**config.mk**
```make
export PLATFORM = sky130hd
export DESIGN_NAME = uart_rx_unwarp
export DESIGN_NICKNAME = d
export VERILOG_FILES = /design/src/rtl/uart_rx_unwarp.sv
export SDC_FILE = /design/constraint.sdc
export NUM_CORES = 1
export LEC_CHECK = 0
export CELL_PAD_IN_SITES_DETAIL_PLACEMENT = 0
export CELL_PAD_IN_SITES_GLOBAL_PLACEMENT = 1
export CORE_UTILIZATION = 43
export CTS_CLUSTER_SIZE = 25
export DETAILED_ROUTE_END_ITERATION = 12
export PLACE_DENSITY = 0.85
export REMOVE_ABC_BUFFERS = 1
export SYNTH_ARGS = -nofsm -noshare
export SYNTH_HDL_FRONTEND = slang
export SYNTH_SLANG_ARGS = --single-unit
```
**constraint.sdc**
```tcl
create_clock -name clk_200M -period 2.1 [get_ports clk_200M]
set_input_delay 0.21 -clock clk_200M [delete_from_list [all_inputs] [get_ports clk_200M]]
set_output_delay 0.21 -clock clk_200M [all_outputs]
set_load 0.005 [all_outputs]
```
**src/rtl/uart_rx_unwarp.sv**
```systemverilog
// rtl/uart_rx_unwarp.sv - deframes FF/payload/EE byte frames into parallel words with stats
module uart_rx_unwarp #(
  parameter int          INDATA_WIDTH   = 88,
  parameter logic [7:0]  TX_HEADER      = 8'hFF,
  parameter logic [7:0]  TX_ENDER       = 8'hEE,
  parameter int          TIMEOUT_CYCLES = 65536,
  parameter int          CNT_WIDTH      = 16
) (
  input  logic                    clk_200M,
  input  logic                    rst_n_e,
  input  logic [7:0]              byte_in,
  input  logic                    byte_valid,
  output logic [INDATA_WIDTH-1:0] frame_data,
  output logic                    frame_valid,
  output logic                    frame_error,
  output logic [CNT_WIDTH-1:0]    frame_cnt,
  output logic [CNT_WIDTH-1:0]    err_cnt
);

  localparam int NBYTES = INDATA_WIDTH / 8;
  localparam int BC_W   = $clog2(NBYTES + 1);
  localparam int TO_W   = (TIMEOUT_CYCLES > 2) ? $clog2(TIMEOUT_CYCLES) : 1;

  typedef enum logic [1:0] {S_IDLE, S_PAYLOAD, S_ENDER} state_t;

  state_t                  state;
  state_t                  state_nxt;
  logic [BC_W-1:0]         bcnt;
  logic [TO_W-1:0]         tcnt;
  logic [INDATA_WIDTH-1:0] shreg;
  logic                    timeout;
  logic                    good_end;
  logic                    bad_end;

  // A byte on the expiry cycle wins over the timeout.
  assign timeout = (state != S_IDLE) && !byte_valid &&
                   (tcnt == TO_W'(TIMEOUT_CYCLES - 1));

  always_ff @(posedge clk_200M or negedge rst_n_e) begin
    if (!rst_n_e) state <= S_IDLE;
    else          state <= state_nxt;
  end

  always_comb begin
    state_nxt = state;
    case (state)
      S_IDLE: begin
        if (byte_valid && byte_in == TX_HEADER) state_nxt = S_PAYLOAD;
      end
      S_PAYLOAD: begin
        if (byte_valid && bcnt == BC_W'(NBYTES - 1)) state_nxt = S_ENDER;
        else if (timeout)                             state_nxt = S_IDLE;
      end
      S_ENDER: begin
        if (byte_valid || timeout) state_nxt = S_IDLE;
      end
      default: state_nxt = S_IDLE;
    endcase
  end

  always_comb begin
    good_end = 1'b0;
    bad_end  = timeout;
    if (state == S_ENDER && byte_valid) begin
      good_end = (byte_in == TX_ENDER);
      bad_end  = (byte_in != TX_ENDER);
    end
  end

  always_ff @(posedge clk_200M or negedge rst_n_e) begin
    if (!rst_n_e) begin
      bcnt  <= '0;
      tcnt  <= '0;
      shreg <= '0;
    end else begin
      if (state == S_IDLE || byte_valid || timeout) tcnt <= '0;
      else                                          tcnt <= tcnt + 1'b1;
      if (state == S_IDLE && byte_valid && byte_in == TX_HEADER) begin
        bcnt <= '0;
      end else if (state == S_PAYLOAD && byte_valid) begin
        bcnt  <= bcnt + 1'b1;
        shreg <= (shreg << 8) | INDATA_WIDTH'(byte_in);
      end
    end
  end

  always_ff @(posedge clk_200M or negedge rst_n_e) begin
    if (!rst_n_e) begin
      frame_data  <= '0;
      frame_valid <= 1'b0;
      frame_error <= 1'b0;
      frame_cnt   <= '0;
      err_cnt     <= '0;
    end else begin
      frame_valid <= good_end;
      frame_error <= bad_end;
      if (good_end) begin
        frame_data <= shreg;
        if (frame_cnt != '1) frame_cnt <= frame_cnt + 1'b1;
      end
      if (bad_end && err_cnt != '1) err_cnt <= err_cnt + 1'b1;
    end
  end

endmodule

```
Word-level counts from Yosys, hierarchy flattened --
Index checks and enable logic that the tools add are counted.
Operators by class: $add $sub $neg 4, equal/unequal tests 12, muxes and demuxes 10, bitwise logic cells 2, reduce and logical (&&, ||, !) cells 19
Operator list (number):
- OR 88 x 8 -> 88 bit | 1
- adder 16 x 1 -> 16 bit, second input constant | 3
- != test 16 bit, second input constant | 2
- == test 16 bit, second input constant | 1
- == test 8 bit, second input constant | 2
- 2-to-1 mux 16 bit | 1
- logical AND 1 bit | 9
- 2-to-1 mux 2 bit | 4
- 2-to-1 mux 4 bit | 2
- != test 8 bit, second input constant | 1
- one-hot mux 2 bit (3 select lines) | 1
- adder 4 x 1 -> 4 bit, second input constant | 1
- == test 4 bit, second input constant | 1
- != test 2 bit, second input constant | 2
- AND reduction 2 bit | 2
- nonzero test 2 bit | 2
- logical OR 1 bit | 3
- != test 3 bit, second input constant | 1
- AND reduction 3 bit | 1
- == test 2 x 1 -> 1 bit, second input constant | 1
- == test 2 bit, second input constant | 1
- zero test 2 bit | 1
- 2-to-1 mux 1 bit | 2
- zero test 1 bit | 1
- NOT 1 bit | 1
Storage, ports and cells: register bits after elaboration 232, input port bits 11, output and inout port bits 122, word-level logic and storage cells 56

Logic depth before layout (Yosys ltp) --
Gate-level depths: netlist (run 1).
word-level depth 6, gate-level depth with buffers 8, depth with buffers taken out 6

Least setup slack after synthesis (run 1) --
Ideal clock, no wire load.
path type register -> register, start point register state[0], end point register frame_data[78], library setup time 0.127 ns, arrival time 1.664 ns, required time 1.973 ns, path slack 0.309 ns, stages on the path, launching flop included 7, buffers on the path 3, period minus slack after synthesis 1.791 ns, cells stage by stage dfrtp_1 > nand3b_4 > nor4b_4 > buf_6 > buf_6 > buf_6 > mux2_1
On the way: word-level cells in the longest chain between the ends 3
RTL lines:
- start, declared | RTL line 26 | state_t state;
- start signal, assigned | RTL line 41 | else state <= state_nxt;
- == test 2 bit | RTL line 64 | if (state == S_ENDER && byte_valid) begin
- logical AND 1 bit | RTL line 64
- 2-to-1 mux 1 bit | RTL line 64
- via good_end | RTL line 32 | logic good_end;
- end signal, assigned | RTL line 98 | frame_data <= shreg;
- end, declared | RTL line 13 | output logic [INDATA_WIDTH-1:0] frame_data,
The timed path passes the listed nets, and every way through them passes these cells. A chain may end at the register's enable or synchronous reset.

Final worst setup path (run 1) --
start point register tcnt[0], end point register err_cnt[13]
On the way: word-level cells in the longest chain between the ends 4
RTL lines:
- start, declared | RTL line 29 | logic [TO_W-1:0] tcnt;
- start signal, assigned | RTL line 77 | else tcnt <= tcnt + 1'b1;
- == test 16 bit | RTL line 37 | (tcnt == TO_W'(TIMEOUT_CYCLES - 1));
- logical AND 1 bit | RTL line 36 | assign timeout = (state != S_IDLE) && !byte_valid &&
- 2-to-1 mux 1 bit | RTL line 64
- logical AND 1 bit | RTL line 101 | if (bad_end && err_cnt != '1) err_cnt <= err_cnt + 1'b1;
- end signal, assigned | RTL line 101
- end, declared | RTL line 17 | output logic [CNT_WIDTH-1:0] err_cnt
Every way passes these cells.

==> key figures, run 1 <==
Outcome
  – Status: finished clean

GRT
  – Grt met1 use: 0.247
  – GRT Total Usage: 0.175
  – Most Crowded Layer GR: met2
  – Initial antenna violation count: 0
  – Grt met3 use: 0.0327
  – Total grt overflow: 0
  – Global-route wire length before repair: ~32000 um
  – Number of global-route vias before repair: 6340
  – Global-route met2 utilization: 0.281
  – Largest net degree at the start of global routing: 64

Setup path
  – CP arrival: 2.33 ns
  – Worst endpoint required time: 2.53 ns
  – R2R depth: 7
  – CP Max Fanout: 14
  – Kind of critical path: reg -> reg
  – Critical Path End Type: flip-flop
  – Worst setup SP type: flip-flop

Layout
  – Post-layout nets: 994
  – Antenna cells: 0
  – Cell area after layout: 12100 sq um
  – Area Growth Syn to Fin: 28.7%
  – Share of cells above drive strength 1: 0.188

Clock tree
  – H-tree depth: 1
  – CTS resizes: 0
  – Setup bufs post-CTS: 0
  – TritonCTS Buffers: 25
  – Clock buffer depth: 3
  – Clock sinks: 232
  – Root Buffer: clkbuf_16
  – CTS clock-pin slew for the worst setup and hold paths: approximately 0.06 ns
  – Clk_lat worst skew: about 0.52 ns
  – CTS tree: done

Route
  – DRT antenna net count: 0
  – Via count: 6258
  – DR vias/cell: 4.92
  – Drc violations: 0
  – DRT Wirelength: approximately 19000 um
  – DR iter-0 viols: 245
  – Initial DRT Pass Iterations: 4
  – Routed len/inst: 14.6 um

Floorplan
  – Chip Width: 150 um
  – Num rows: 53
  – Starting density of the core: 0.443
  – Die area: 22500 sq um
  – I/O pin count: between 100 and 150
  – Die Y: 150 um
  – Core Area: 21300 sq um

Logic synthesis
  – Yosys cell types: 46
  – Syn Area/Cell: 11.5 sq um
  – Seq/Total Area, Yosys: 0.616
  – Cell count after synthesis: 817
  – Yosys reg bits: 232
  – Synth Flop Type: dfrtp_1
  – Async SR Flop Fraction: 1.00
  – Syn Std Cell Area: ~9400 sq um
  – EDFF count, synth: 0
  – Warnings from Yosys: 0

STA
  – Slew Limit Fails: 0
  – Fin Hold WS: ~0.22 ns
  – Unrepaired setup endpoints after global routing: no
  – Max frequency: ~530 MHz
  – Max_slew headroom: 0.648
  – Final Hold Viols: 0
  – Tcrit/Tclk final: 0.905
  – Final Skew: ~0.014 ns
  – Measured slew at the worst slew-check pin: 0.528 ns
  – Final Critical Period: 1.90 ns
  – Setup Viol. Count Final: 0

Power
  – Peak supply drop: around 0.00048 V
  – Pwr dens: 791 nW/um^2
  – Leakage: between 6 and 7 nW

Place
  – Dpl cell area: 11300 sq um
  – I/O Buffers: around 130
  – DPL Wire Length: around 12000 um
  – GPL Wtd Cong: slightly above 0.8

Min path
  – Worst Hold Class: in -> async

Run
  – Max Cap Viol: 0
-- Yosys cell counts, types with 9 or more instances --
cell type,count,area (sq um)
buf_4,9,67.6
clkbuf_1,16,60.1
dfrtp_1,232,5810
mux2_1,11,124
mux2_2,81,912
nand2_1,283,1060
nand3_1,14,70.1
nand4_1,13,81.3
nor2_1,32,120
xnor2_1,17,149
xor2_1,26,228
-- path summary, 6_finish.rpt --
kind | slack, ns | to | from
worst max-delay path | 0.20 | err_cnt[13]$_DFFE_PN0P_ | tcnt[0]$_DFF_PN0_
min in group clk_200M | 0.27 | shreg[6]$_DFFE_PN0P_ | byte_in[6]
max in group asynchronous | 1.13 | shreg[24]$_DFFE_PN0P_ | rst_n_e
worst min register to register | 0.47 | shreg[86]$_DFFE_PN0P_ | shreg[86]$_DFFE_PN0P_
worst min-delay path | 0.22 | frame_data[86]$_DFFE_PN0P_ | rst_n_e
worst max register to register | 0.20 | err_cnt[13]$_DFFE_PN0P_ | tcnt[0]$_DFF_PN0_
-- logic make-up after synthesis --
logic type	share of synthesized area
compound gates	0.0109
xor+xnor	0.0399
fa+ha+maj	0.00663
buf+inv	0.0245
flops	0.616
mux	0.110
simple gates	0.193
-- repair_timing --
action                                 4_1_cts  5_1_grt
hold buffers                                 1        0
endpoints found under the hold margin       57        0
setup endpoints to repair                    0        2
-- worst max-delay path, stage by stage (launching register included) --
cell       delay, ns
dfrtp_1         0.39
ha_1            0.22
nand3_2         0.12
nor3_4          0.33
a2bb2oi_4       0.13
buf_12          0.18
nor4_2          0.31
xor2_1          0.16
-- area by class of cell --
cell class / count / area (sq um)
clock buffers: 36 / 727
clock inverters: 9 / 124
fillers: 1806 / 9150
inverters: 8 / 30.0
multi-input cells: 542 / 3400
flip-flops and latches: 232 / 5810
well taps: 275 / 344
repair buffers: 169 / 1710
-- flip-flops by register name (all words and copies together), names as in the netlist --
register     cells
frame_data      88
shreg           88
err_cnt         16
frame_cnt       16
tcnt            16
bcnt             4
state            2
frame_error      1
frame_valid      1
-- power by group --
group | switching, mW | internal (mW)
registers | 0.127 | 4.62
logic | 0.250 | 0.142
clock network | 1.70 | 2.76
total | 2.08 | 7.52
-- layout by cell type (no fill, tap or decap), drive strengths merged, types with 15 or more instances in the layout --
cell	n
nor2	33
mux2	92
clkdlybuf4s50	131
xor2	26
xnor2	17
nand3	15
nand2	283
clkbuf	36
buf	37
dfrtp	232
-- per-layer routing --
metal | routed length (um) | up-vias
met1 | 8820 | 3090
met3 | 867 | 20
li1 | - | 3012
met2 | 8690 | 136
met4 | 230 | 0
met5 | 0 | -
-- metrics by stage --
step | setup slack, ns | utilization | setup TNS [ns] | std cells | power (mW)
final | 0.200 | 0.570 | 0 | 1271 | 9.61
after global routing | 0.0112 | 0.570 | 0 | 1271 | 10.0
after CTS | 0.164 | 0.570 | 0 | 1271 | 9.76
after detailed placement | -0.202 | 0.530 | -11.62 | 1225 | 5.23
after global placement | -0.127 | 0.530 | -5.71 | 1225 | 5.21
after floorplan | -2.52 | - | -255.14 | 782 | 4.96
No activity file was read; power rests on OpenSTA's default activity.
==> run 2: changes to the inputs <==
- SETUP_SLACK_MARGIN: default -> 0.4
==> run 2 against run 1 <==
  * Clock power barely moved
  * Setup slack improved by 0.083 ns
  * Via count rose by 6.2%
  * Critical path type unchanged
  * Core utilization up 4.2 points
==> key figures, run 2 (synthesis results as in run 1) <==
Layout
  – Most common cell after layout, fill and taps aside: nand2_1
  – Final core occ: 0.612 (+0.0416)
  – Post-layout nets: 1055 (+6.1%)
  – Antenna cells: 0 (unchanged)
  – Area Growth Syn to Fin: 38.1%
  – Cell area after layout: 13000 sq um (+7.3%)
  – Biggest regs: frame_data (88), shreg (88)
  – Commonest non-fill, non-tap cells in the layout: 282 x nand2_1, 220 x dfrtp_1, 122 x clkdlybuf4s50_1
  – Register Area: 5820 sq um (+0.26%)
  – Area occupied by multi-input gates: 3630 sq um (+6.7%)
  – Fillcell total: 1676 (-7.2%)
  – Share of cells above drive strength 1: 0.261 (+0.0734)

Clock tree
  – CTS tree: done
  – CTS clock-pin slew for the worst setup and hold paths: 0.06 ns (about the same)
  – Root Buffer: clkbuf_16
  – Clock buffer depth: 3 (unchanged)
  – TritonCTS Buffers: 25 (unchanged)
  – Clock sinks: 232 (unchanged)
  – Clk_lat worst skew: 0.52 ns (about the same)
  – H-tree depth: 1 (unchanged)

Route
  – Via count: 6646 (+6.2%)
  – Routed len/inst: 15.8 um (+7.7%)
  – Drc violations: 0 (unchanged)
  – DR vias/cell: 4.99 (+1.3%)
  – DRT Wirelength: 21000 um (+13%)
  – Initial DRT Pass Iterations: 4 (unchanged)
  – DR iter-0 viols: 266 (+8.6%)
  – DRT antenna net count: 0 (unchanged)

Setup path
  – CP arrival: 2.21 ns (-0.12 ns)
  – Critical Path End Type: flip-flop
  – Worst path slowest cell: dfrtp_1
  – Crit-path max cell delay: 0.38 ns (about the same)
  – Worst-path cell chain: nand3b_4 -> nor4b_4 -> buf_6 -> buf_4 -> buf_16 -> mux2_2
  – CP Buf/Inv Count: 3 (+2)
  – Worst endpoint required time: 2.50 ns (-0.03 ns)
  – Kind of critical path: reg -> reg
  – CP top delay family: buffers and inverters
  – Worst setup SP type: flip-flop
  – CP Max Fanout: 10 (-4)

Power
  – Sw frac: 0.219 (+0.00184)
  – Pwr dens: 741 nW/um^2 (-6.3%)
  – Internal power: 7.54 mW (+0.25%)
  – Peak supply drop: 0.000529 V (+9.2%)
  – P_sw: 2.11 mW (+1.3%)
  – Total power: 9.65 mW (+0.49%)
  – Clock power frac: 0.465 (about the same)
  – Part of the power in registers: 0.491 (-0.003)
  – Gate power share: 0.044 (+0.003)
  – Leakage: 6.60 nW (+8.5%)

Floorplan
  – Core Area: 21300 sq um (unchanged)
  – Starting density of the core: 0.443 (unchanged)
  – I/O pin count: 133 (unchanged)
  – Num rows: 53 (unchanged)
  – Chip Width: 150 um (unchanged)
  – Die area: 22500 sq um (unchanged)
  – Die Y: 150 um (unchanged)

Run
  – Max Cap Viol: 0 (unchanged)

STA
  – Final Skew: 0.0144 ns (+0.0000368 ns)
  – Final Hold Viols: 0 (unchanged)
  – Final Critical Period: 1.82 ns (-0.0835 ns)
  – Unrepaired setup endpoints after global routing: yes
  – Tcrit/Tclk final: 0.865 (-0.0398)
  – Max_slew headroom: 0.653 (+0.00512)
  – Setup Viol. Count Final: 0 (unchanged)
  – Slew Limit Fails: 0 (unchanged)
  – Measured slew at the worst slew-check pin: 0.520 ns (-0.00769 ns)
  – Max frequency: 550 MHz (+4.6%)

GRT
  – Initial antenna violation count: 0 (unchanged)
  – Largest net degree at the start of global routing: 64 (unchanged)
  – Total grt overflow: 0 (unchanged)
  – GRT Total Usage: 0.182 (+0.00648)
  – Number of global-route vias before repair: 6477 (+2.2%)
  – Global-route wire length before repair: 32900 um (+3.1%)

Place
  – DPL Wire Length: 12200 um (unchanged)
  – I/O Buffers: 132 (unchanged)
  – Dpl cell area: 11300 sq um (unchanged)
  – GPL Wtd Cong: 0.810 (unchanged)

Outcome
  – Status: finished clean

Min path
  – Worst Hold Class: in -> async
run 2: routing by layer:
| layer | wire length [um] | vias up | global-route usage |
|---|---|---|---|
| met5 | 0 | - | 0 |
| met4 | 338 | 0 | 0.0404 |
| met3 | 1040 | 27 | 0.0330 |
| met2 | 10200 | 165 | 0.297 |
| met1 | 9450 | 3320 | 0.253 |
| li1 | - | 3134 | - |
run 2: final timing paths:
path	to	cells after the start	startpoint	slack, ns
max in group asynchronous	shreg[24]$_DFFE_PN0P_	3	rst_n_e	1.13
min in group clk_200M	shreg[6]$_DFFE_PN0P_	3	byte_in[6]	0.26
worst min register to register	shreg[86]$_DFFE_PN0P_	2	shreg[86]$_DFFE_PN0P_	0.47
worst min-delay path	frame_data[78]$_DFFE_PN0P_	2	rst_n_e	0.23
worst max register to register	frame_data[50]$_DFFE_PN0P_	6	state[0]$_DFFE_PN0P_	0.28
worst max-delay path	frame_data[50]$_DFFE_PN0P_	6	state[0]$_DFFE_PN0P_	0.28
run 2: through the flow:
step           setup TNS, ns  hold WS (ns)  worst slack [ns]  std cells
5_1_grt                    0         0.262             0.212       1332
3_5_place_dp          -11.62         0.191            -0.202       1225
2_1_floorplan        -255.14       -0.0856             -2.52        782
4_1_cts                    0         0.230             0.292       1293
3_3_place_gp           -5.71         0.194            -0.127       1225
6_report                   0         0.235             0.283       1332
run 2: layout make-up:
type / instances / share of cell area
clock buffers: 36 / 0.0558
well taps: 275 / 0.0264
inverters: 8 / 0.00231
flip-flops and latches: 232 / 0.447
multi-input cells: 542 / 0.279
clock inverters: 9 / 0.00951
repair buffers: 230 / 0.180
run 2: repair_timing:
item                                    in CTS  in global routing
hold endpoints to repair                    57                  0
pin swaps                                   11                 13
gates cloned                                 2                  4
setup buffers                               20                 35
hold buffers                                 1                  0
endpoints found under the setup margin     146                157
resized for setup                           33                 54
run 2: power by group through the flow:
stage / Clock, mW / Combinational [mW] / Sequential [mW]
after floorplan: 0 / 0.178 / 4.78
after global placement: 0 / 0.393 / 4.82
after detailed placement: 0 / 0.402 / 4.83
after CTS: 4.61 / 0.421 / 4.74
after global routing: 4.79 / 0.494 / 4.76
final: 4.48 / 0.425 / 4.74
==> run 3: changes to the inputs <==
- SLEW_MARGIN: default -> 20
==> results of run 3 <==
No change in the layout: final DEF, timing and power equal those of run 2.
